## src/rtl/key_fetch_arbiter.sv

```systemverilog
// key_fetch_arbiter
//   Shares the single read port of the secure key store between NUM_REQ
//   key consumers. One transaction at a time: a round-robin pick in IDLE,
//   a permission check against ALLOW_MASK, one key-store read cycle, and a
//   valid/ready response. The key holding register is scrubbed as soon as
//   each response completes.
//
// Ports
//   clk_i        rising-edge clock
//   rst_i        synchronous active-high reset
//   req_valid_i  [NUM_REQ]        per-requester request
//   req_slot_i   [NUM_REQ*SLOT_W] requested slot, requester r at [r*SLOT_W +: SLOT_W]
//   req_ready_o  [NUM_REQ]        one-hot accept pulse (IDLE only)
//   rsp_valid_o  [NUM_REQ]        one-hot response valid
//   rsp_ready_i  [NUM_REQ]        per-requester response accept
//   rsp_key_o    [KEY_W]          key, zero whenever no response is valid
//   rsp_err_o                     response is a denial
//   rom_addr_o   [32]             key store address (zero-extended slot)
//   rom_rdata_i  [KEY_W]          key store read data, combinational
//   deny_cnt_o   [8]              saturating count of denied requests

// Per-requester permission lookup: is this requester's current slot
// both in range and enabled in its row of the allow mask.
module key_fetch_lane #(
  parameter int                    NUM_SLOTS = 5,
  parameter int                    SLOT_W    = 3,
  parameter logic [NUM_SLOTS-1:0]  LANE_MASK = '1
) (
  input  logic [SLOT_W-1:0] slot,
  output logic              allow
);
  // Compare against every legal slot so an out-of-range index simply
  // matches nothing and is denied.
  always_comb begin
    allow = 1'b0;
    for (int s = 0; s < NUM_SLOTS; s++)
      if (slot == SLOT_W'(s)) allow = LANE_MASK[s];
  end
endmodule

module key_fetch_arbiter #(
  parameter int                            NUM_REQ    = 3,
  parameter int                            NUM_SLOTS  = 5,
  parameter int                            KEY_W      = 192,
  parameter int                            SLOT_W     = 3,
  parameter logic [NUM_REQ*NUM_SLOTS-1:0]  ALLOW_MASK = '1
) (
  input  logic                      clk_i,
  input  logic                      rst_i,
  input  logic [NUM_REQ-1:0]        req_valid_i,
  input  logic [NUM_REQ*SLOT_W-1:0] req_slot_i,
  output logic [NUM_REQ-1:0]        req_ready_o,
  output logic [NUM_REQ-1:0]        rsp_valid_o,
  input  logic [NUM_REQ-1:0]        rsp_ready_i,
  output logic [KEY_W-1:0]          rsp_key_o,
  output logic                      rsp_err_o,
  output logic [31:0]               rom_addr_o,
  input  logic [KEY_W-1:0]          rom_rdata_i,
  output logic [7:0]                deny_cnt_o
);

  localparam int PTR_W = (NUM_REQ > 1) ? $clog2(NUM_REQ) : 1;

  localparam logic [1:0] ST_IDLE = 2'd0;
  localparam logic [1:0] ST_READ = 2'd1;
  localparam logic [1:0] ST_RESP = 2'd2;

  logic [1:0]        state_q;
  logic [PTR_W-1:0]  ptr_q;
  logic [PTR_W-1:0]  id_q;
  logic [SLOT_W-1:0] slot_q;
  logic [KEY_W-1:0]  key_q;
  logic              err_q;
  logic [7:0]        deny_q;

  logic [NUM_REQ-1:0][SLOT_W-1:0] slot_v;
  logic [NUM_REQ-1:0]             allow_v;

  for (genvar r = 0; r < NUM_REQ; r++) begin : g_lane
    assign slot_v[r] = req_slot_i[r*SLOT_W +: SLOT_W];
    key_fetch_lane #(
      .NUM_SLOTS (NUM_SLOTS),
      .SLOT_W    (SLOT_W),
      .LANE_MASK (ALLOW_MASK[r*NUM_SLOTS +: NUM_SLOTS])
    ) u_lane (
      .slot  (slot_v[r]),
      .allow (allow_v[r])
    );
  end

  // Round-robin pick: walk downward so the last hit is the requester
  // closest to ptr, i.e. the highest priority one.
  logic             gnt_any;
  logic [PTR_W-1:0] gnt_id;
  logic [PTR_W-1:0] scan_idx;
  always_comb begin
    gnt_any  = 1'b0;
    gnt_id   = '0;
    scan_idx = '0;
    for (int k = NUM_REQ - 1; k >= 0; k--) begin
      scan_idx = PTR_W'((int'(ptr_q) + k) % NUM_REQ);
      if (req_valid_i[scan_idx]) begin
        gnt_any = 1'b1;
        gnt_id  = scan_idx;
      end
    end
  end

  // No accept while reset is asserted, so req_ready_o holds its reset value.
  logic             accept;
  logic [PTR_W-1:0] ptr_nxt;
  assign accept  = (state_q == ST_IDLE) && gnt_any && !rst_i;
  assign ptr_nxt = (gnt_id == PTR_W'(NUM_REQ - 1)) ? '0 : gnt_id + 1'b1;

  logic in_resp;
  assign in_resp = (state_q == ST_RESP);

  for (genvar r = 0; r < NUM_REQ; r++) begin : g_out
    assign req_ready_o[r] = accept && (gnt_id == PTR_W'(r));
    assign rsp_valid_o[r] = in_resp && (id_q == PTR_W'(r));
  end

  assign rsp_key_o  = in_resp ? key_q : '0;
  assign rsp_err_o  = in_resp & err_q;
  assign rom_addr_o = (state_q == ST_READ) ? 32'(slot_q) : 32'd0;
  assign deny_cnt_o = deny_q;

  always_ff @(posedge clk_i) begin
    if (rst_i) begin
      state_q <= ST_IDLE;
      ptr_q   <= '0;
      id_q    <= '0;
      slot_q  <= '0;
      key_q   <= '0;
      err_q   <= 1'b0;
      deny_q  <= '0;
    end else begin
      case (state_q)
        ST_IDLE: begin
          if (accept) begin
            id_q   <= gnt_id;
            slot_q <= slot_v[gnt_id];
            ptr_q  <= ptr_nxt;
            key_q  <= '0;
            if (allow_v[gnt_id]) begin
              err_q   <= 1'b0;
              state_q <= ST_READ;
            end else begin
              // Denied: never touch the key store, respond with err and a zero key.
              err_q   <= 1'b1;
              state_q <= ST_RESP;
              if (deny_q != 8'hFF) deny_q <= deny_q + 8'd1;
            end
          end
        end
        ST_READ: begin
          key_q   <= rom_rdata_i;
          state_q <= ST_RESP;
        end
        ST_RESP: begin
          // Only the owner's ready completes the response; scrub on completion.
          if (rsp_ready_i[id_q]) begin
            key_q   <= '0;
            err_q   <= 1'b0;
            state_q <= ST_IDLE;
          end
        end
        default: state_q <= ST_IDLE;
      endcase
    end
  end

endmodule

```

## config.mk

```make
export PLATFORM = sky130hd
export DESIGN_NAME = key_fetch_arbiter
export DESIGN_NICKNAME = d
export VERILOG_FILES = /design/src/rtl/key_fetch_arbiter.sv
export SDC_FILE = /design/constraint.sdc
export NUM_CORES = 1
export LEC_CHECK = 0
export BUFFER_PORTS_ARGS = -buffer_cell sky130_fd_sc_hd__buf_2
export CAP_MARGIN = 30
export CORE_AREA = 5 5 172 174
export CTS_CLUSTER_SIZE = 12
export DETAILED_ROUTE_END_ITERATION = 8
export DIE_AREA = 0 0 177 179
export MAX_ROUTING_LAYER = met4
export PLACE_DENSITY = 0.6
export SYNTH_ARGS = -nofsm -noshare
export SYNTH_HDL_FRONTEND = slang
export SYNTH_SLANG_ARGS = --single-unit
```

## constraint.sdc

```tcl
create_clock -name clk_i -period 5.85 [get_ports clk_i]
set_input_delay 0 -clock clk_i [delete_from_list [all_inputs] [get_ports clk_i]]
set_output_delay 0 -clock clk_i [all_outputs]
set_load 0.03 [all_outputs]
```

==> impl_metrics.py, run 1 <==
metrics = {
    "run_status": {
        "outcome": "finished clean",
    },
    "power": {
        "leakagePower_uw": 0.00649,
        "max-vdd-ir-drop_mv": 0.179,
        "p_per_area_nw_per_um2": 320,
    },
    "routing": {
        "ant_nets": 0,
        "via_per_inst": 4.64,
        "wl_mm": 30.5,
        "drc": 0,
        "drt_first_pass_iters": 4,
        "first_iter_violations": 339,
        "num_vias": 8312,
        "avgRoutedWirePerCell_um": 17.0,
    },
    "timing": {
        "post-route-worst-setup-slack_ps": 2850,
        "setup-tns-final_ps": 0,
        "rsz0062_at_grt": "no",
        "min_period_ps": 3000,
        "worst_pin_slew_ps": 875,
        "hold_violations": 0,
        "relSlewSlack": 0.417,
        "min_period_over_period": 0.513,
        "finalMaxSlewViolations": 0,
        "setup_viol": 0,
        "max_freq_mhz": 333,
        "skew_ps": 8.83,
    },
    "synthesis": {
        "synth_seq_cells": 210,
        "synthXorXnorAreaFrac": 0,
        "synth_area_leaders": "dfxtp_1 (50%), a22o_1 (20%), and2_1 (15%)",
        "synth_top_family_by_area": "compound AO/OA/AOI/OAI gates",
        "synthSimpleGateAreaFrac": 0.184,
        "synth.mux.area_fraction": 0.00714,
        "yosys-top-cells-count": "dfxtp_1 (210), and2_1 (196), a22o_1 (195), clkbuf_1 (46), buf_4 (29)",
        "synth_edf_count": 0,
        "synth_area_per_cell_um2": 10.3,
        "ys_async_sr_fraction": 0,
        "synth_cell_types": 43,
        "synth_compound_area_frac": 0.239,
        "synth-adder-area-share": 0.00595,
        "yosysMostFrequentCell": "dfxtp_1",
        "ys_seq_area_frac": 0.500,
        "yosysTopAreaCellShare": 0.500,
        "yosysTopAreaCell": "dfxtp_1",
        "ys.flop_type": "dfxtp_1",
        "synth_cells": 815,
        "netlist_area_um2": 8410,
        "yosys_warnings": 0,
    },
    "worst_setup_path": {
        "cp.depth": 10,
        "slowest_stage": "buf_4",
        "start_kind": "flip-flop",
        "cpLargestDelayFamily": "buffers and inverters",
        "setup.worst_path.class": "reg -> reg",
        "ff2ff_path_depth": 10,
        "crit_top_cell": "buf_4",
        "crit_chain": "inv_1 -> ha_1 -> nand2b_1 -> a21boi_0 -> o41ai_2 -> buf_4 -> a22oi_1 -> nor2_4 -> buf_4 -> a22o_1",
        "cp.required_ps": 6290,
        "worstPathArrival_ps": 3440,
        "crit_fanout": 78,
        "worst_setup_path_end_kind": "flip-flop",
        "critPathBufInv": 3,
        "critPathMaxStageDelay_ps": 650,
    },
    "clock_tree": {
        "cts-root-buf": "clkbuf_16",
        "cts_setup_buffers": 0,
        "cts_hold_buf": 199,
        "clock_path_buffers": 3,
        "clk_latency_ps": 510,
        "cts.reportedPaths.clkPinSlew_ps": 60,
        "cts_htree_levels": 1,
        "cts_sinks": 210,
        "cts_tree": "built",
        "cts_resized": 0,
        "cts-buffers-inserted": 24,
    },
    "floorplanning": {
        "die-width_um": 177,
        "start_util": 0.304,
        "dieArea_um2": 31700,
        "rows": 61,
        "die_h_um": 179,
        "pin_count": 448,
        "core_um2": 27600,
    },
    "placed_design": {
        "dpl.hpwl_mm": 19.1,
        "dp_slack_ps": 2900,
        "gp_congestion": 0.782,
        "port_buffers": 418,
    },
    "grt": {
        "grt-ovfl-total": 0,
        "grt_max_degree": 120,
        "gr-usage-all-layers": 0.182,
        "antenna_found_initial": 3,
        "grt_pass1_wl_mm": 45.9,
        "grt_pass1_vias": 8434,
    },
    "flow_run": {
        "maxCapViolations": 0,
    },
    "final_layout": {
        "final_net_count": 1607,
        "drive_gt1_frac": 0.334,
        "syn2layout_area_growth_pct": 59.3,
        "nFillCells": 2532,
    },
    "hold_path": {
        "min_path_type": "in -> reg",
        "holdPathStages": 6,
    },
}
==> layer usage <==
layer | part of all wire | vias up | GRT usage
li1 | - | 4007 | -
met1 | 0.41 | 3876 | 0.219
met2 | 0.47 | 372 | 0.302
met3 | 0.081 | 57 | 0.0462
met4 | 0.031 | 0 | 0.0577
met5 | 0 | - | -
==> power breakdown <==
part / total [uW] / switching, uW / leakage [uW] / internal (uW)
Combinational: 1090 / 669 / 0.00441 / 420
Sequential: 1750 / 111 / 0.00171 / 1640
Clock: 1440 / 595 / 0.000367 / 849
Total: 4280 / 1380 / 0.00649 / 2910
==> cells in the final DEF, fill, tap and decap left out, drive strengths merged, types with 9 or more instances in the layout <==
master and count:
dlygate4sd3 199, clkbuf 33, a21oi 18, a22o 195
conb 29, buf 424, nand3 10, o21ai 9
dfxtp 210, and2 197
==> kinds of logic after synthesis <==
family          after synthesis
compound gates              239
fa+ha+maj                     4
flops                       210
buf+inv                     103
simple gates                253
other cells                   1
mux                           5
==> stage by stage <==
step	power, uW	hold slack, ps	instances	util	instance area [um2]
detailed placement	2740	213	1547	0.385	10600
global placement	2740	209	1547	0.385	10600
finish	4280	48.8	1791	0.485	13400
CTS	4340	26.4	1788	0.485	13400
global route	4510	111	1791	0.485	13400
floorplan	2470	69.1	843	-	8510
==> cell type report <==
cell class	instances	area, um2	share of cell area
flip-flops and latches	210	4200	0.314
multi-input cells	530	3790	0.283
clock buffers	33	676	0.0504
well taps	378	473	0.0353
diodes	3	7.51	0.000560
clock inverters	9	75.1	0.00560
inverters	5	18.8	0.00140
repair buffers	623	4150	0.310
==> worst min-delay path, delay by kind of cell <==
| family | cells | cell delay [ps] |
|---|---|---|
| compound gates | 2 | 220 |
| buf+inv | 1 | 80 |
| simple gates | 3 | 200 |
==> path summary, 6_finish.rpt <==
check / startpoint / endpoint / slack, ps
min reg2reg: slot_q[2]$_SDFFE_PP0P_ / slot_q[2]$_SDFFE_PP0P_ / 470
max: ptr_q[0]$_SDFFE_PP0P_ / key_q[122]$_SDFFE_PP0P_ / 2850
max reg2reg: ptr_q[0]$_SDFFE_PP0P_ / key_q[122]$_SDFFE_PP0P_ / 2850
min: rsp_ready_i[2] / state_q[1]$_SDFFE_PP0P_ / 50
==> flip-flops by register name, summed over array words and instances, names as in the netlist <==
| register | flops |
|---|---|
| deny_cnt_o | 8 |
| ptr_q | 2 |
| state_q | 2 |
| slot_q | 3 |
| err_q | 1 |
| id_q | 2 |
| key_q | 192 |
Note: power is estimated with default switching activity, not from simulation.
==> run 2: changes to the inputs <==
ABC_AREA = 1   (was not set)
CORE_AREA = 5 5 170 172   (was 5 5 172 174)
DIE_AREA = 0 0 175 177   (was 0 0 177 179)
PLACE_DENSITY = 0.68   (was 0.6)
clock period = 2.5 ns   (was 5.85 ns; I/O delays follow)
==> run 2 against run 1 <==
Net effect:
- largest power group is now combinational logic
- non-clock buffer count increased by 12
- maximum frequency is 26% higher
- design area is 9.6% higher
- largest cell class is now non-clock buffers
- first-iteration DRC count rose by 86%
- clock power grew to 2.5 times the previous value
- area after synthesis is 14% higher
- highest routed layer unchanged
- clock skew rose by 3.1 ps
==> impl_metrics.py, run 2 <==
metrics = {
    "run_status": {
        "outcome": "finished clean",
    },
    "worst_setup_path": {
        "setup.worst_path.class": "reg -> reg",
        "crit_fanout": 14,
        "cp.required_ps": 2950,
        "rr_startpoint": "ptr_q[0]$_SDFFE_PP0P_",
        "start_kind": "flip-flop",
        "ff2ff_path_depth": 12,
        "worstPathArrival_ps": 2830,
        "r2r-end": "slot_q[1]$_SDFFE_PP0P_",
        "startpoint": "ptr_q[0]$_SDFFE_PP0P_",
        "rrSetupSlack_ps": 120,
        "worst_setup_path_end_kind": "flip-flop",
    },
    "routing": {
        "via_per_inst": 4.64,
        "num_vias": 11100,
        "drc": 0,
        "drt_first_pass_iters": 5,
        "first_iter_violations": 630,
        "wl_mm": 34.2,
        "avgRoutedWirePerCell_um": 14.3,
        "ant_nets": 0,
    },
    "final_layout": {
        "stdcell_count": 2386,
        "final_net_count": 2234,
        "regMostFlops": "key_q",
        "largest_reg_flops": 192,
        "layout_common_cells": "buf_2 (415), nand2_1 (403), inv_1 (215)",
        "drive_gt1_frac": 0.254,
        "syn2layout_area_growth_pct": 52.9,
        "final_common_cell": "buf_2",
        "nFillCells": 2438,
    },
    "timing": {
        "min_period_ps": 2380,
        "setup-tns-final_ps": 0,
        "skew_ps": 12.0,
        "setup_viol": 0,
        "min_period_over_period": 0.951,
        "max_freq_mhz": 420,
        "relSlewSlack": 0.335,
        "finalMaxSlewViolations": 0,
        "worst_pin_slew_ps": 997,
        "hold_violations": 0,
        "post-route-worst-setup-slack_ps": 122,
    },
    "grt": {
        "antenna_found_initial": 1,
        "grt_pass1_vias": 10900,
        "grt_pass1_wl_mm": 53.9,
        "gr-usage-all-layers": 0.212,
        "grt_max_degree": 205,
        "grt-ovfl-total": 0,
    },
    "clock_tree": {
        "cts-root-buf": "clkbuf_16",
        "clock_path_buffers": 3,
        "cts.reportedPaths.clkPinSlew_ps": 60,
        "cts_htree_levels": 1,
        "clk_latency_ps": 520,
        "cts_sinks": 210,
        "cts_tree": "built",
        "cts-buffers-inserted": 25,
    },
    "floorplanning": {
        "start_util": 0.352,
        "core_um2": 27300,
        "die-width_um": 175,
        "rows": 61,
        "pin_count": 448,
        "dieArea_um2": 31000,
        "die_h_um": 177,
    },
    "synthesis": {
        "yosys-top-cells-count": "nand2_1 (403), inv_1 (217), nor2_1 (213), dfxtp_1 (210), a21oi_1 (200)",
        "synth_cell_types": 27,
        "yosysTopAreaCell": "dfxtp_1",
        "ys_async_sr_fraction": 0,
        "ys.flop_type": "dfxtp_1",
        "yosysMostFrequentCell": "nand2_1",
        "ys_seq_area_frac": 0.438,
        "synth_area_leaders": "dfxtp_1 (44%), nand2_1 (16%), a21oi_1 (10%)",
        "yosysTopAreaCellShare": 0.438,
        "netlist_area_um2": 9610,
        "yosys_warnings": 0,
        "synth_cells": 1448,
        "synth_edf_count": 0,
        "synth_seq_cells": 210,
        "synth_area_per_cell_um2": 6.64,
    },
    "hold_path": {
        "holdPathStages": 9,
        "hold_path_end": "state_q[1]$_SDFFE_PP0P_",
        "min_from": "req_slot_i[4]",
        "min_path_type": "in -> reg",
    },
    "power": {
        "p_per_area_nw_per_um2": 894,
        "max-vdd-ir-drop_mv": 0.709,
        "leakagePower_uw": 0.00634,
    },
    "placed_design": {
        "dp.cells": 2137,
        "port_buffers": 418,
        "dp_slack_ps": 210,
        "dpl.hpwl_mm": 20.4,
        "gp_congestion": 0.839,
    },
    "flow_run": {
        "maxCapViolations": 0,
    },
}
-- run 2: final cells by class --
| type | instances | area (um2) | area share |
|---|---|---|---|
| clock buffer | 38 | 744 | 0.0507 |
| tap | 346 | 433 | 0.0295 |
| inverter | 220 | 831 | 0.0566 |
| multi-input combinational | 929 | 4050 | 0.275 |
| clock inverter | 7 | 91.3 | 0.00622 |
| timing repair buffer | 635 | 4330 | 0.295 |
| sequential | 210 | 4210 | 0.286 |
| antenna | 1 | 2.50 | 0.000170 |
-- run 2: repair_timing --
action,CTS,global route
pin swaps,0,3
endpoints found under the setup margin,1,19
gates resized for setup,3,18
hold buffers,201,0
endpoints found under the hold margin,198,0
buffers inserted,0,2
-- run 2: worst max-delay path by stage --
stage / to / slack (ps) / cells past startpoint
after floorplan: ptr_q[0]$_SDFFE_PP0P_ / 170 / 13
after global placement: key_q[112]$_SDFFE_PP0P_ / 300 / 12
after detailed placement: key_q[94]$_SDFFE_PP0P_ / 210 / 12
after CTS: req_ready_o[0] / 30 / 12
after global routing: slot_q[1]$_SDFFE_PP0P_ / -1 / 13
final: slot_q[1]$_SDFFE_PP0P_ / 120 / 12
-- run 2: cells by family after synthesis --
group           synth area share
other cells             0.000390
xor+xnor                 0.00547
compound gates             0.121
simple gates               0.272
buf+inv                    0.159
fa+ha+maj                0.00521
flops                      0.438
-- run 2: where the power goes --
part	switching, uW	internal (uW)	total (uW)
clock network	1420	2250	3670
logic	3580	1690	5270
registers	300	3900	4200
-- run 2: per-stage QoR --
| stage | utilization | total power [uW] | hold slack, ps | instance area [um2] |
|---|---|---|---|---|
| finish | 0.538 | 13100 | 65.7 | 14700 |
| global route | 0.538 | 13900 | 90.7 | 14700 |
| CTS | 0.535 | 13100 | 17.8 | 14600 |
| detailed placement | 0.430 | 9040 | 257 | 11800 |
| global placement | 0.430 | 8980 | 254 | 11800 |
| floorplan | - | 8080 | 149 | 9710 |
-- run 2: worst max-delay path: stages (launching register included) --
cell and delay [ps]:
dfxtp_2 340, inv_1 60, ha_1 310, inv_2 80, nor3_2 180, a21oi_1 70, nand4_1 90, nand3_2 90
buf_8 170, inv_1 120, o21ai_1 70, a31oi_1 160, dlygate4sd3_1 570
-- run 2: metal layers --
metal | part of all wire | GRT usage | vias up
li1 | - | - | 5431
met1 | 0.40 | 0.241 | 5012
met2 | 0.47 | 0.361 | 520
met3 | 0.083 | 0.0519 | 104
met4 | 0.044 | 0.0867 | 0
met5 | 0 | - | -
==> run 3: changes to the inputs <==
PLACE_DENSITY = 0.66   (was 0.68)
==> run 3 against run 2 <==
Net effect:
- the flow now finishes with violations (setup timing)
- largest power group unchanged
- utilization shrank 0.13 points
- via count shrank 1.1%
- design area shrank 0.24%
- sequential cell count is the same
- highest routed layer unchanged
==> impl_metrics.py, run 3 (same netlist as run 2, synthesis figures left out) <==
metrics = {
    "timing": {
        "relSlewSlack": 0.225,
        "max_freq_mhz": 381,
        "setup_viol": 10,
        "worst_pin_slew_ps": 1160,
        "hold_violations": 0,
        "rsz0062_at_grt": "yes",
        "skew_ps": 9.79,
        "min_period_over_period": 1.05,
        "min_period_ps": 2620,
        "finalMaxSlewViolations": 0,
        "post-route-worst-setup-slack_ps": -124,
    },
    "routing": {
        "ant_nets": 0,
        "first_iter_violations": 507,
        "via_per_inst": 4.59,
        "num_vias": 10900,
        "drt_first_pass_iters": 5,
        "wl_mm": 33.6,
        "avgRoutedWirePerCell_um": 14.1,
        "drc": 0,
    },
    "clock_tree": {
        "cts_tree": "built",
        "cts.reportedPaths.clkPinSlew_ps": 60,
        "clock_path_buffers": 3,
        "cts-root-buf": "clkbuf_16",
        "cts_setup_buffers": 0,
        "clk_latency_ps": 510,
        "cts_sinks": 210,
        "cts-buffers-inserted": 24,
        "cts_htree_levels": 1,
    },
    "run_status": {
        "violations": "setup timing",
        "outcome": "finished with violations",
    },
    "floorplanning": {
        "die-width_um": 175,
        "rows": 61,
        "dieArea_um2": 31000,
        "core_um2": 27300,
        "start_util": 0.352,
        "die_h_um": 177,
        "pin_count": 448,
    },
    "power": {
        "leakagePower_uw": 0.00634,
        "clkPwrFrac": 0.275,
        "p_comb_frac": 0.403,
        "p_sw_uw": 5250,
        "seq_power_share": 0.323,
        "p_per_area_nw_per_um2": 887,
        "p_int_uw": 7750,
        "max-vdd-ir-drop_mv": 0.687,
        "switching_share": 0.404,
    },
    "placed_design": {
        "port_buffers": 418,
        "dpl-instance-area_um2": 11800,
        "dp.cells": 2140,
        "dpl.hpwl_mm": 20.8,
        "gp_congestion": 0.830,
    },
    "grt": {
        "gr-usage-all-layers": 0.211,
        "grt_pass1_vias": 10900,
        "grt-ovfl-total": 0,
        "grt_pass1_wl_mm": 53.7,
        "antenna_found_initial": 0,
        "grt_max_degree": 205,
    },
    "worst_setup_path": {
        "start_kind": "flip-flop",
        "rrSetupSlack_ps": 70,
        "ff2ff_path_depth": 12,
        "worstPathArrival_ps": 2620,
        "cp.required_ps": 2500,
        "setup.worst_path.class": "reg -> out",
        "rr_startpoint": "ptr_q[1]$_SDFFE_PP0P_",
        "worst_setup_path_end_kind": "primary output",
        "crit_fanout": 196,
        "r2r-end": "slot_q[0]$_SDFFE_PP0P_",
    },
    "final_layout": {
        "final_common_cell": "buf_2",
        "final_net_count": 2235,
        "nFillCells": 2469,
        "layout_common_cells": "buf_2 (415), nand2_1 (402), inv_1 (216)",
        "stdcell_count": 2386,
        "drive_gt1_frac": 0.250,
        "syn2layout_area_growth_pct": 52.5,
        "fin_area_um2": 14700,
        "regMostFlops": "key_q",
        "largest_reg_flops": 192,
        "n_antenna_cell": 0,
    },
    "hold_path": {
        "holdPathStages": 9,
        "hold_path_end": "state_q[1]$_SDFFE_PP0P_",
        "min_path_type": "in -> reg",
        "min_from": "req_slot_i[3]",
    },
    "flow_run": {
        "maxCapViolations": 0,
    },
}
[run 3: final cells by class]
class,count,area [um2],share of cell area
well taps,346,433,0.0295
clock buffers,38,754,0.0515
inverters,220,831,0.0567
multi-input cells,929,4030,0.275
flip-flops and latches,210,4200,0.287
clock inverters,6,57.6,0.00393
repair buffers,637,4340,0.296
[run 3: repair_timing]
action,CTS,global route
endpoints found under the hold margin,198,0
pin swaps,0,1
hold buffers,202,0
setup endpoints to repair,1,125
resized for setup,3,8
[run 3: power by group through the flow]
stage | Sequential (uW) | Clock, uW | Combinational (uW)
finish | 4200 | 3570 | 5230
global route | 4260 | 3810 | 5770
CTS | 4190 | 3660 | 5180
detailed placement | 4250 | 0 | 4870
global placement | 4240 | 0 | 4830
floorplan | 4190 | 0 | 3880
[run 3: worst max-delay path: stages, from the launching register on]
cell     delay [ps]
dfxtp_1         420
inv_1            80
nor2_1          270
inv_6            50
buf_12          210
nor2_1          440
buf_2           260
[run 3: stage by stage]
step            util  setup TNS [ps]  hold slack, ps  setup WS (ps)  total power [uW]
3_5_place_dp   0.431               0             259            162              9120
2_1_floorplan      -               0             149            173              8080
6_report       0.536            -311            89.2           -124             13000
4_1_cts        0.535               0            59.9           15.6             13000
3_3_place_gp   0.431               0             254            262              9070
5_1_grt        0.536            -401            94.5          -78.7             13800
[run 3: worst max path at each step]
stage | from | endpoint | slack (ps) | cells after the start
2_1_floorplan | ptr_q[0]$_SDFFE_PP0P_ | ptr_q[0]$_SDFFE_PP0P_ | 170 | 13
3_3_place_gp | ptr_q[0]$_SDFFE_PP0P_ | deny_cnt_o[6]$_SDFFE_PP0P_ | 260 | 15
5_1_grt | ptr_q[1]$_SDFFE_PP0P_ | key_q[32]$_SDFFE_PP0P_ | -80 | 12
3_5_place_dp | ptr_q[0]$_SDFFE_PP0P_ | key_q[32]$_SDFFE_PP0P_ | 160 | 12
4_1_cts | ptr_q[0]$_SDFFE_PP0P_ | req_ready_o[0] | 20 | 12
6_report | state_q[1]$_SDFFE_PP0P_ | rsp_key_o[136] | -120 | 6
[run 3: metal layers]
layer	wire, um	vias up	share of wire	track usage
li1	-	5432	-	-
met5	0	-	0	-
met1	13900	4977	0.41	0.247
met3	2650	63	0.079	0.0498
met2	16100	473	0.48	0.362
met4	1020	0	0.030	0.0609
